<file path="src/rtl/exception_source_tracker.sv">
// -----------------------------------------------------------------------------
// exception_source_tracker
//
// Per-ID lookup table recording which exception source unit owns each
// in-flight instruction. The table is written at issue and read with the
// next-to-retire ID, so the global control unit receives the owning unit of
// its oldest instruction one cycle later, aligned with retire_ids[0].
// During the global init-clear phase the table is swept back to defaults.
//
// Optional feature macro: EXC_TRACKER_BYPASS_EN
//   defined   : same-cycle issue/retire writes to the looked-up ID are
//               forwarded to the registered outputs.
//   undefined : outputs show the table contents before that cycle's writes.
//
// Ports:
//   clk                    in   clock, rising edge
//   rst                    in   synchronous active-high reset
//   issue_valid            in   instruction issued this cycle
//   issue_id               in   ID of the issuing instruction
//   issue_can_except       in   issuing instruction can raise an exception
//   issue_unit             in   owning exception source (if it can except)
//   retire_valid           in   instruction retired this cycle
//   retire_id              in   retired ID
//   retire_id_next         in   oldest ID for the next cycle
//   init_clear             in   global init-clear phase active
//   current_exception_unit out  owning unit of the oldest ID (registered)
//   current_entry_valid    out  oldest ID has a live entry (registered)
//   clear_done             out  sweep complete, sticky until next init_clear rise
// -----------------------------------------------------------------------------
module exception_source_tracker #(
  parameter int  NUM_IDS        = 32,
  parameter int  NUM_SOURCES    = 3,
  parameter int  DEFAULT_SOURCE = 0,
  localparam int ID_W           = $clog2(NUM_IDS),
  localparam int SRC_W          = (NUM_SOURCES > 1) ? $clog2(NUM_SOURCES) : 1
) (
  input  logic             clk,
  input  logic             rst,
  input  logic             issue_valid,
  input  logic [ID_W-1:0]  issue_id,
  input  logic             issue_can_except,
  input  logic [SRC_W-1:0] issue_unit,
  input  logic             retire_valid,
  input  logic [ID_W-1:0]  retire_id,
  input  logic [ID_W-1:0]  retire_id_next,
  input  logic             init_clear,
  output logic [SRC_W-1:0] current_exception_unit,
  output logic             current_entry_valid,
  output logic             clear_done
);

  localparam logic [SRC_W-1:0] DEFAULT_UNIT = SRC_W'(DEFAULT_SOURCE);
  localparam logic [ID_W:0]    SWEEP_LAST   = (ID_W+1)'(NUM_IDS - 1);

  typedef enum logic [1:0] {
    ST_IDLE  = 2'd0,
    ST_SWEEP = 2'd1,
    ST_DONE  = 2'd2
  } state_e;

  state_e           state_r, state_s;
  logic [ID_W:0]    sweep_ctr_r, sweep_ctr_s;
  logic             clear_done_r, clear_done_s;
  logic             init_clear_q_r;

  logic [SRC_W-1:0] unit_table_r [NUM_IDS];
  logic [NUM_IDS-1:0] valid_r, valid_next_s;

  logic             init_rise_s;
  logic             clear_busy_s;
  logic             issue_we_s;
  logic [SRC_W-1:0] issue_data_s;
  logic [ID_W-1:0]  sweep_idx_s;
  logic [SRC_W-1:0] lookup_unit_s;
  logic             lookup_valid_s;

  // Edge detector history for init_clear. It follows the input even during
  // reset so a level held across reset is not mistaken for a fresh rise.
  always_ff @(posedge clk) begin
    init_clear_q_r <= init_clear;
  end

  // Issue/sweep qualification and the value an issue writes into the table.
  always_comb begin
    init_rise_s  = init_clear & ~init_clear_q_r;
    clear_busy_s = (state_r == ST_SWEEP);
    issue_we_s   = issue_valid & ~clear_busy_s;
    sweep_idx_s  = sweep_ctr_r[ID_W-1:0];
    if (issue_can_except) begin
      issue_data_s = issue_unit;
    end else begin
      issue_data_s = DEFAULT_UNIT;
    end
  end

  // Clear FSM next-state logic.
  always_comb begin
    state_s      = state_r;
    sweep_ctr_s  = sweep_ctr_r;
    clear_done_s = clear_done_r;
    case (state_r)
      ST_IDLE: begin
        if (init_rise_s) begin
          state_s      = ST_SWEEP;
          sweep_ctr_s  = '0;
          clear_done_s = 1'b0;
        end else begin
          state_s      = ST_IDLE;
        end
      end
      ST_SWEEP: begin
        // Runs to completion regardless of init_clear.
        sweep_ctr_s = sweep_ctr_r + (ID_W+1)'(1);
        if (sweep_ctr_r == SWEEP_LAST) begin
          state_s      = ST_DONE;
          clear_done_s = 1'b1;
        end else begin
          state_s      = ST_SWEEP;
        end
      end
      ST_DONE: begin
        if (!init_clear) begin
          state_s = ST_IDLE;
        end else begin
          state_s = ST_DONE;
        end
      end
      default: begin
        state_s      = ST_IDLE;
        sweep_ctr_s  = '0;
        clear_done_s = 1'b0;
      end
    endcase
  end

  // Clear FSM state, sweep counter and sticky done flag.
  always_ff @(posedge clk) begin
    if (rst) begin
      state_r      <= ST_IDLE;
      sweep_ctr_r  <= '0;
      clear_done_r <= 1'b0;
    end else begin
      state_r      <= state_s;
      sweep_ctr_r  <= sweep_ctr_s;
      clear_done_r <= clear_done_s;
    end
  end

  // Next valid vector: retire clears, a same-ID issue overrides the retire,
  // and the sweep clears its entry (issues are dropped while sweeping).
  always_comb begin
    valid_next_s = valid_r;
    if (retire_valid) begin
      valid_next_s[retire_id] = 1'b0;
    end else begin
      valid_next_s = valid_next_s;
    end
    if (issue_we_s) begin
      valid_next_s[issue_id] = 1'b1;
    end else begin
      valid_next_s = valid_next_s;
    end
    if (clear_busy_s) begin
      valid_next_s[sweep_idx_s] = 1'b0;
    end else begin
      valid_next_s = valid_next_s;
    end
  end

  // Valid flags, cleared by reset.
  always_ff @(posedge clk) begin
    if (rst) begin
      valid_r <= '0;
    end else begin
      valid_r <= valid_next_s;
    end
  end

  // Unit table: no reset so it can map onto distributed RAM; single write port.
  always_ff @(posedge clk) begin
    if (!rst) begin
      if (clear_busy_s) begin
        unit_table_r[sweep_idx_s] <= DEFAULT_UNIT;
      end else if (issue_we_s) begin
        unit_table_r[issue_id] <= issue_data_s;
      end
    end
  end

  // Lookup of the next oldest ID, optionally forwarding this cycle's writes.
  always_comb begin
    lookup_unit_s  = unit_table_r[retire_id_next];
    lookup_valid_s = valid_r[retire_id_next];
`ifdef EXC_TRACKER_BYPASS_EN
    if (issue_we_s && (issue_id == retire_id_next)) begin
      lookup_unit_s  = issue_data_s;
      lookup_valid_s = 1'b1;
    end else if (retire_valid && (retire_id == retire_id_next)) begin
      lookup_unit_s  = unit_table_r[retire_id_next];
      lookup_valid_s = 1'b0;
    end else begin
      lookup_unit_s  = unit_table_r[retire_id_next];
      lookup_valid_s = valid_r[retire_id_next];
    end
`else
    if (issue_we_s && (issue_id == retire_id_next)) begin
      // Same-cycle overlap is not forwarded; the new entry shows next cycle.
      lookup_unit_s  = unit_table_r[retire_id_next];
      lookup_valid_s = valid_r[retire_id_next];
    end else begin
      lookup_unit_s  = unit_table_r[retire_id_next];
      lookup_valid_s = valid_r[retire_id_next];
    end
`endif
  end

  // Registered outputs.
  always_ff @(posedge clk) begin
    if (rst) begin
      current_exception_unit <= '0;
      current_entry_valid    <= 1'b0;
    end else begin
      current_exception_unit <= lookup_unit_s;
      current_entry_valid    <= lookup_valid_s;
    end
  end

  assign clear_done = clear_done_r;

endmodule

</file>
<file path="config.mk">
export PLATFORM = sky130hd
export DESIGN_NAME = exception_source_tracker
export DESIGN_NICKNAME = d
export VERILOG_FILES = /design/src/rtl/exception_source_tracker.sv
export SDC_FILE = /design/constraint.sdc
export NUM_CORES = 1
export LEC_CHECK = 0
export ABC_AREA = 1
export CAP_MARGIN = 20
export CORE_MARGIN = 3
export CORE_UTILIZATION = 45
export DETAILED_ROUTE_END_ITERATION = 10
export SLEW_MARGIN = 20
export SYNTH_ARGS = -nofsm -noshare
export SYNTH_HDL_FRONTEND = slang
export SYNTH_SLANG_ARGS = --single-unit
</file>
<file path="constraint.sdc">
create_clock -name clk -period 2.6 [get_ports clk]
set_input_delay 0.39 -clock clk [delete_from_list [all_inputs] [get_ports clk]]
set_output_delay 0.39 -clock clk [all_outputs]
set_load 0.01 [all_outputs]
</file>
==> impl.org, run 1 <==
** Detailed routing
- First-pass iteration count of the detailed router :: 6
- For this block, the routed nets add up to 14300 um of wire.
- The detail route stage leaves a number of antenna-violating nets equal to 0.
- The detailed router placed 4662 vias in this run.
- The detailed router finished its first iteration with 492 violations.
- Dividing the detail-routed wire length by the instance count gives 16.9 um.
- After detailed routing, the number of remaining DRC violations is 0.
- Via density :: 5.50

** STA
- Count of final setup violators :: 0
- For the final routed database, the setup TNS stands at 0 ns.
- Final number of hold-violating endpoints :: 0
- For this run, the top clock speed supported by timing is 0.482 GHz.
- Final Hold Slack :: 0.453 ns
- Final max-slew violation count :: 0
- Final Critical Period :: 2.07 ns
- Headroom to the max-slew limit :: 55.6%
- Setup repair after global routing left no endpoint under its margin.
- The clock arrives with 0.0103 ns of skew.
- Portion of the clock cycle consumed by the worst path in the final layout :: 79.7%
- At the pin with the least slew margin, the transition time is 0.661 ns.

** Status
- Run status :: complete, no violations

** Synthesis
- In this run the mean area of a mapped cell was 8.08 um2.
- Proportion of synthesized chip area in sequential cells :: 52.3%
- Counting distinct cell types in the post-synthesis netlist gives 32.
- Number of nets produced by synthesis :: 695
- Synth Instances :: 668
- Cell area after technology mapping :: 0.00540 mm2
- In this run, synthesis produced a sequential element count of 109.
- Count of yosys warnings during synthesis :: 0

** Setup path
- The endpoint identified for the worst register-to-register timing path is unit_table_r[7][1].
- By startpoint and endpoint, the worst setup path is classified as reg -> reg.
- Crit path required time :: 2.65 ns
- Source of the worst register-to-register timing path :: state_r[0]
- Kind of capture point of the worst setup path :: flip-flop
- Worst-case register-to-register setup slack :: 0.53 ns
- Count of cells along the worst register-to-register path :: 6
- The worst setup path is launched from a flip-flop.
- Peak per-stage delay on the critical path :: 0.35 ns
- Slowest cell on crit path :: dfxtp_1
- At the worst endpoint, the arrival time is 2.12 ns.
- Crit path cell chain :: inv_2, nor2_4, inv_1, a21oi_2, nand3_2, nor2_1
- Along the worst path, the maximum fanout reaches 12.

** Cells and area
- The layout has 1110 filler cells.
- Once layout is complete, the cells apart from fillers number 847.
- For this run, the post-layout net count is 726.
- After routing the design area is 0.00616 mm2.
- The library cell used most frequently in the layout, excluding fill and tap cells, is nand2_1.
- 0 antenna diodes ended up in the layout.
- Registers take 0.00282 mm2.
- In the final layout, the share of cells above drive strength 1 is 7.81%.
- Area of the multi-input gates :: 0.00227 mm2
- The library cells used most frequently in the layout, excluding fill and tap cells, are nand2_1, nor2_1, nand3_1, edfxtp_1, dfxtp_1.
- From synthesis to final layout, the design area changed by 14.1%.

** Placed design
- HPWL after DPL :: 9920 um
- Number of input and output port buffers inserted :: 26
- RePlAce Congestion :: 0.878
- Summing all placed instances gives a cell area of 0.00585 mm2.
- After detailed placement, the design holds a cell count of 831.

** Clock tree
- TritonCTS built the clock tree.
- The root buffer cell chosen for the clock tree is clkbuf_16.
- The H-tree generated during clock tree synthesis spans 3 levels.
- The tree built by TritonCTS fans out to 109 sinks.
- The clock reaches the later pin of the worst-skew pair after 0.35 ns.
- Number of clock buffers inserted by TritonCTS :: 9
- After clock tree synthesis, the clock-pin slew on the worst setup and hold paths is 0.08 ns.
- After clock tree synthesis, the flow added hold-fix buffers numbering 0.
- After clock tree synthesis, the setup repair step added 0 buffers.
- Counting along the longest clock path gives a buffer depth of 2.
- Post-CTS sizing :: 0

** Floorplanning
- The floorplan step defined a core boundary enclosing 0.0116 mm2.
- Starting density of the core :: 46.7%
- Die Width :: 116 um
- The die covers 0.0133 mm2.
- After floorplanning, the core was divided into 39 placement rows.
- I/O pin count :: 27
- Measured along the y axis, the die boundary spans 116 um.

** Worst hold path
- Along the worst hold path, the cell count comes to 2.
- Worst min-delay path category :: reg -> reg
- Hold Path End :: clear_done
- Source of the worst hold timing path :: clear_done

** Flow run
- The tool flagged a number of max-cap violations equal to 0.

** Power
- The share of total power dissipated in sequential elements is 50.5%.
- Power Dens Cells :: 592 mW/mm2
- Comb power frac :: 10.5%
- Net switching is 25.2% of the power.
- VDD sags by at most 0.457 mV.
- Power spent charging and discharging nets :: 0.000918 W
- Internal power comes to 0.00273 W.
- The clock network accounts for 39.0% of the total power.
- Summed over all cells, the static leakage comes to 2.27 nW.

** Global routing
- Entering global routing, the biggest net connects 38 pins.
- Global-route wire length before repair :: 22900 um
- Overflow after GRT :: 0
- The number of antenna violations at the first check in global routing came to 0.
- Global-route usage over all layers :: 22.6%
- The via count of the first global-routing pass came to 4517.
-- cell type report --
cell class | count | share of cell area (%)
flip-flops and latches | 109 | 45.8
clock buffers | 10 | 3.72
clock inverters | 6 | 1.24
repair buffers | 46 | 6.66
multi-input cells | 487 | 36.8
well taps | 143 | 2.91
inverters | 46 | 2.80
-- kinds of logic (layout without fill, tap and decap cells) --
group	after synthesis	in the layout	share of synthesized area, %
fa+ha+maj	4	4	0.927
simple gates	391	391	30.6
compound gates	92	92	10.5
buf+inv	72	108	5.66
flops	109	109	52.3
-- how the worst max path moves through the flow --
stage	from	endpoint	slack, ns	cells after the start
4_1_cts	state_r[0]	unit_table_r[7][1]	0.48	6
3_3_place_gp	issue_valid	unit_table_r[6][0]	0.36	7
3_5_place_dp	issue_valid	unit_table_r[7][1]	0.28	9
5_1_grt	state_r[0]	unit_table_r[7][1]	0.34	6
2_1_floorplan	rst	unit_table_r[0][0]	0.63	5
6_report	state_r[0]	unit_table_r[7][1]	0.53	6
-- through the flow --
step | power [W] | util, % | setup slack [ns]
after floorplan | 0.00211 | - | 0.630
after global placement | 0.00225 | 50.6 | 0.361
after detailed placement | 0.00226 | 50.6 | 0.283
after CTS | 0.00367 | 53.3 | 0.485
after global routing | 0.00379 | 53.3 | 0.341
final | 0.00365 | 53.3 | 0.527
-- cell usage after synthesis --
cell type / number / area share (%)
nand2_1: 187 / 13
nor2_1: 101 / 7.0
nand3_1: 72 / 6.7
edfxtp_1: 64 / 36
dfxtp_1: 45 / 17
inv_1: 43 / 3.0
o21ai_0: 40 / 3.7
a22oi_1: 28 / 3.9
nor3_1: 17 / 1.6
clkbuf_1: 10 / 0.70
a21oi_1: 9 / 0.83
buf_2: 9 / 0.83
o21ai_2: 5 / 0.81
buf_4: 4 / 0.56
ha_1: 4 / 0.93
nand3_2: 4 / 0.74
o211ai_1: 3 / 0.42
o21ai_1: 3 / 0.28
a31oi_1: 2 / 0.23
inv_2: 2 / 0.14
nand2_2: 2 / 0.23
nand4_1: 2 / 0.23
nor2_4: 2 / 0.42
nor3_2: 2 / 0.37
a21oi_2: 1 / 0.16
a221oi_1: 1 / 0.16
buf_1: 1 / 0.069
buf_6: 1 / 0.21
clkbuf_2: 1 / 0.093
clkinv_1: 1 / 0.069
nand2_4: 1 / 0.21
nor2_2: 1 / 0.12
-- power groups by stage --
stage               Combinational (W)  Sequential (W)  Clock [W]
floorplan                    0.000230         0.00188          0
global placement             0.000373         0.00188          0
detailed placement           0.000378         0.00188          0
CTS                          0.000379         0.00184    0.00145
global route                 0.000423         0.00184    0.00153
finish                       0.000382         0.00184    0.00142
-- layer usage --
layer	GRT usage (%)	vias up	share of wire [%]
li1	-	2304	-
met5	0	-	0
met2	34.6	174	45
met3	5.17	22	7.9
met4	7.12	0	2.0
met1	32.1	2162	46
-- critical path: cells and delay by family (launching register included) --
family / cells / cell delay, ns
simple gates: 3 / 0.84
buf+inv: 2 / 0.26
flops: 1 / 0.35
compound gates: 1 / 0.32
-- sequential cells by signal, summed over array words and instances, names as in the netlist --
| register | flops |
|---|---|
| current_entry_valid | 1 |
| init_clear_q_r | 1 |
| state_r | 2 |
| current_exception_unit | 2 |
| sweep_ctr_r | 6 |
| clear_done | 1 |
| unit_table_r | 64 |
| valid_r | 32 |
Note: power is estimated with default switching activity, not from simulation.
==> inputs of run 2 (changes only) <==
==> constraint.sdc (replaced) <==
create_clock -name clk -period 1.8 [get_ports clk]
set_input_delay 0.27 -clock clk [delete_from_list [all_inputs] [get_ports clk]]
set_output_delay 0.27 -clock clk [all_outputs]
set_load 0.01 [all_outputs]
==> impl.org, run 2 (same netlist as run 1, synthesis figures left out) <==
** Cells and area
- The growth of design area from synthesis to finish was 26.9% (was 14.1%).
- The most frequent standard cell in the layout excluding fill and tap cells is nand2_1 (unchanged).
- Largest registers: unit_table_r (64), valid_r (32), sweep_ctr_r (6) (unchanged).
- The number of flip-flops in the largest register came to 64 (unchanged).
- Final cell count without fillers :: 880 (was 847)
- Most frequent cells in the layout :: nand2_1, nand3_1, nor2_1, edfxtp_1, buf_4 (was nand2_1, nor2_1, nand3_1, edfxtp_1, dfxtp_1)
- # diodes :: 0 (unchanged)
- Post-route cell area :: 0.00685 mm2 (was 0.00616 mm2)
- The most flop-heavy register was unit_table_r (unchanged).
- The share of layout cells above drive strength 1 is 18.5% (was 7.81%).
- The number of nets at the end of the flow is 760 (was 726).

** Setup path
- The data arrival time at the worst-slack endpoint came to 1.82 ns (was 2.12 ns).
- Kind of capture point of the worst setup path :: flip-flop (unchanged)
- The data required time at the worst endpoint was 1.87 ns (was 2.65 ns).
- Launch point of the worst path :: state_r[0] (unchanged)
- Number of cells on the critical path :: 10 (was 6)
- The worst reg2reg path depth came to 10 (was 6).
- Crit path cell chain: inv_2, nor2_4, nor2_4, nand2_8, nand2_1, o21ai_4, inv_2, nand3_4, buf_12, nor2_2 (was inv_2, nor2_4, inv_1, a21oi_2, nand3_2, nor2_1).
- The sort of element at the start of the critical path is a flip-flop (unchanged).
- Critical path's top delay family :: simple AND/OR/NAND/NOR gates (unchanged)
- Slowest cell on crit path :: dfxtp_2 (was dfxtp_1)
- The type of the worst setup path is reg -> reg (unchanged).
- The worst-case register-to-register setup slack was 0.05 ns (was 0.53 ns).
- Peak per-stage delay on the critical path :: 0.33 ns (was 0.35 ns)
- Max FO, Critical Path :: 11 (was 12)
- The sum of buffers and inverters on the critical path is 3 (was 2).
- The worst reg2reg path endpoint is unit_table_r[3][0] (was unit_table_r[7][1]).
- Source of the worst register-to-register timing path :: state_r[0] (unchanged)

** Global routing
- Maximum number of pins on one net before global-route repair :: 38 (unchanged)
- Overflow after GRT :: 0 (unchanged)
- The wire length of the first global-routing pass is 23100 um (was 22900 um).
- Global-route usage over all layers :: 22.8% (was 22.6%)
- The via count of the first global-routing pass came to 4587 (was 4517).
- The number of antenna violations at the first check in global routing is 0 (unchanged).

** STA
- Final worst-path setup slack :: 0.0545 ns (was 0.527 ns)
- Count of final setup violators :: 0 (unchanged)
- The final max-slew violation count is 0 (unchanged).
- Post-Route Setup TNS :: 0 ns (unchanged)
- The final-report hold violation count is 0 (unchanged).
- The final-layout worst hold slack was 0.417 ns (was 0.453 ns).
- Final Critical Period :: 1.75 ns (was 2.07 ns)
- Unrepaired setup endpoints after global routing: true (was false).
- Worst slew pin tran :: 0.644 ns (was 0.661 ns)
- Final Skew :: 0.0122 ns (was 0.0103 ns)
- The final worst-path cycle share was 97.0% (was 79.7%).
- Headroom to the max-slew limit :: 57.0% (was 55.6%)
- Fmax :: 0.573 GHz (was 0.482 GHz)

** Detailed routing
- The via count came to 4760 (was 4662).
- Antenna-violating nets left :: 0 (unchanged)
- Via density :: 5.41 (was 5.50)
- First-pass iteration count of the detailed router :: 5 (was 6)
- The final routed wirelength across all metal layers is 14600 um (was 14300 um).
- The number of remaining DRC errors is 0 (unchanged).
- Routed len/inst :: 16.6 um (was 16.9 um)
- Starting DRC count in detailed routing :: 444 (was 492)

** Worst hold path
- Worst min-delay path category :: in -> reg (was reg -> reg)
- Hold depth :: 1 (was 2)
- The worst hold path startpoint was init_clear (was clear_done).
- The hold-critical path endpoint is init_clear_q_r (was clear_done).

** Floorplanning
- I/O pin count :: 27 (unchanged)
- The area of the core came to 0.0116 mm2 (unchanged).
- Die Width :: 116 um (unchanged)
- Die Footprint :: 0.0133 mm2 (unchanged)
- Site Rows :: 39 (unchanged)
- The starting density of the core was 46.7% (unchanged).
- DIE HEIGHT :: 116 um (unchanged)

** Power
- The maximum resistive drop on vdd was 0.677 mV (was 0.457 mV).
- The combinational fraction of design power came to 13.3% (was 10.5%).
- Internal power summed over all cells :: 0.00387 W (was 0.00273 W)
- Power Dens Cells :: 766 mW/mm2 (was 592 mW/mm2)
- The static leakage was 2.51 nW (was 2.27 nW).
- Switching share of power :: 26.2% (was 25.2%)
- The power share of the clock group was 36.0% (was 39.0%).
- The switching power total was 0.00138 W (was 0.000918 W).
- The sequential group share of total power was 50.7% (was 50.5%).

** Placed design
- HPWL after DPL :: 10300 um (was 9920 um)
- Placement-stage worst setup slack :: -0.371 ns (was 0.283 ns)
- The placed instance area is 0.00615 mm2 (was 0.00585 mm2).
- Number of input and output port buffers inserted :: 26 (unchanged)
- RePlAce Congestion :: 0.916 (was 0.878)
- The instance count after placement with tap cells included is 861 (was 831).

** Clock tree
- The deepest clock path buffer count is 2 (unchanged).
- The clock edge transition at the registers on the reported setup and hold paths came to 0.08 ns (about the same).
- Clock tree root buffer cell :: clkbuf_16 (unchanged)
- The TritonCTS clock tree is built (unchanged).
- Total clock sinks :: 109 (unchanged)
- The H-tree depth is 3 (unchanged).
- Clock latency on the worst-skew pair :: 0.35 ns (about the same)
- The total clock buffers created by CTS came to 9 (unchanged).

** Status
- Run status :: complete, no violations (unchanged)

** Flow run
- The max-cap check violation count came to 0 (unchanged).
-- run 2: cell count changes in the layout (fill, tap and decap cells not counted), moves of 5 or more --
cell / delta
nor2_1: -35
o21ai_4: +5
buf_4: +25
o21ai_2: -5
nor2_2: +9
buf_12: +9
nand2_1: -6
nor2_4: +26
-- run 2: layout make-up --
cell class	count	area [um2]
Clock inverter	6	57.6
Timing Repair Buffer	80	778
Inverter	46	175
Clock buffer	9	225
Tap cell	143	179
Sequential cell	109	2830
Multi-Input combinational cell	487	2610
Fill cell	1035	4710
-- run 2: metal layers --
layer	part of all wire (%)	wire length, um	global-route usage, %
met5	0	0	0
met3	4.5	657	4.65
met2	45	6590	34.6
met4	2.1	309	7.43
met1	48	7080	32.7
-- run 2: through the flow --
stage | power, W | util, %
after detailed placement | 0.00333 | 53.2
after floorplan | 0.00305 | -
after global routing | 0.00543 | 59.2
after global placement | 0.00332 | 53.2
final | 0.00525 | 59.2
after CTS | 0.00520 | 55.7
-- run 2: worst max path at each step --
stage / end / slack, ns
after detailed placement: unit_table_r[29][1] / -0.37
after CTS: unit_table_r[29][1] / 0.005
final: unit_table_r[3][0] / 0.05
after floorplan: unit_table_r[0][0] / -0.07
after global placement: unit_table_r[14][0] / -0.30
after global routing: unit_table_r[22][0] / -0.06
-- run 2: power by group through the flow --
stage / clock [W] / sequential (W) / combinational [W]
finish: 0.00189 / 0.00266 / 0.000699
floorplan: 0 / 0.00272 / 0.000333
CTS: 0.00192 / 0.00266 / 0.000610
global route: 0.00200 / 0.00266 / 0.000765
detailed placement: 0 / 0.00272 / 0.000608
global placement: 0 / 0.00272 / 0.000602
-- run 2: timing repair --
action	in CTS	in global routing
endpoints found under the hold margin	0	0
setup buffers	0	4
hold buffers	0	0
endpoints found under the setup margin	0	64
resized for setup	0	90
-- run 2: worst register-to-register path: cells and delay by family (launching register included) --
kind	cells	cell delay, ns
and+or+nand+nor	6	0.69
buffers and inverters	3	0.36
DFF	1	0.33
AOI/OAI and AO/OA	1	0.10
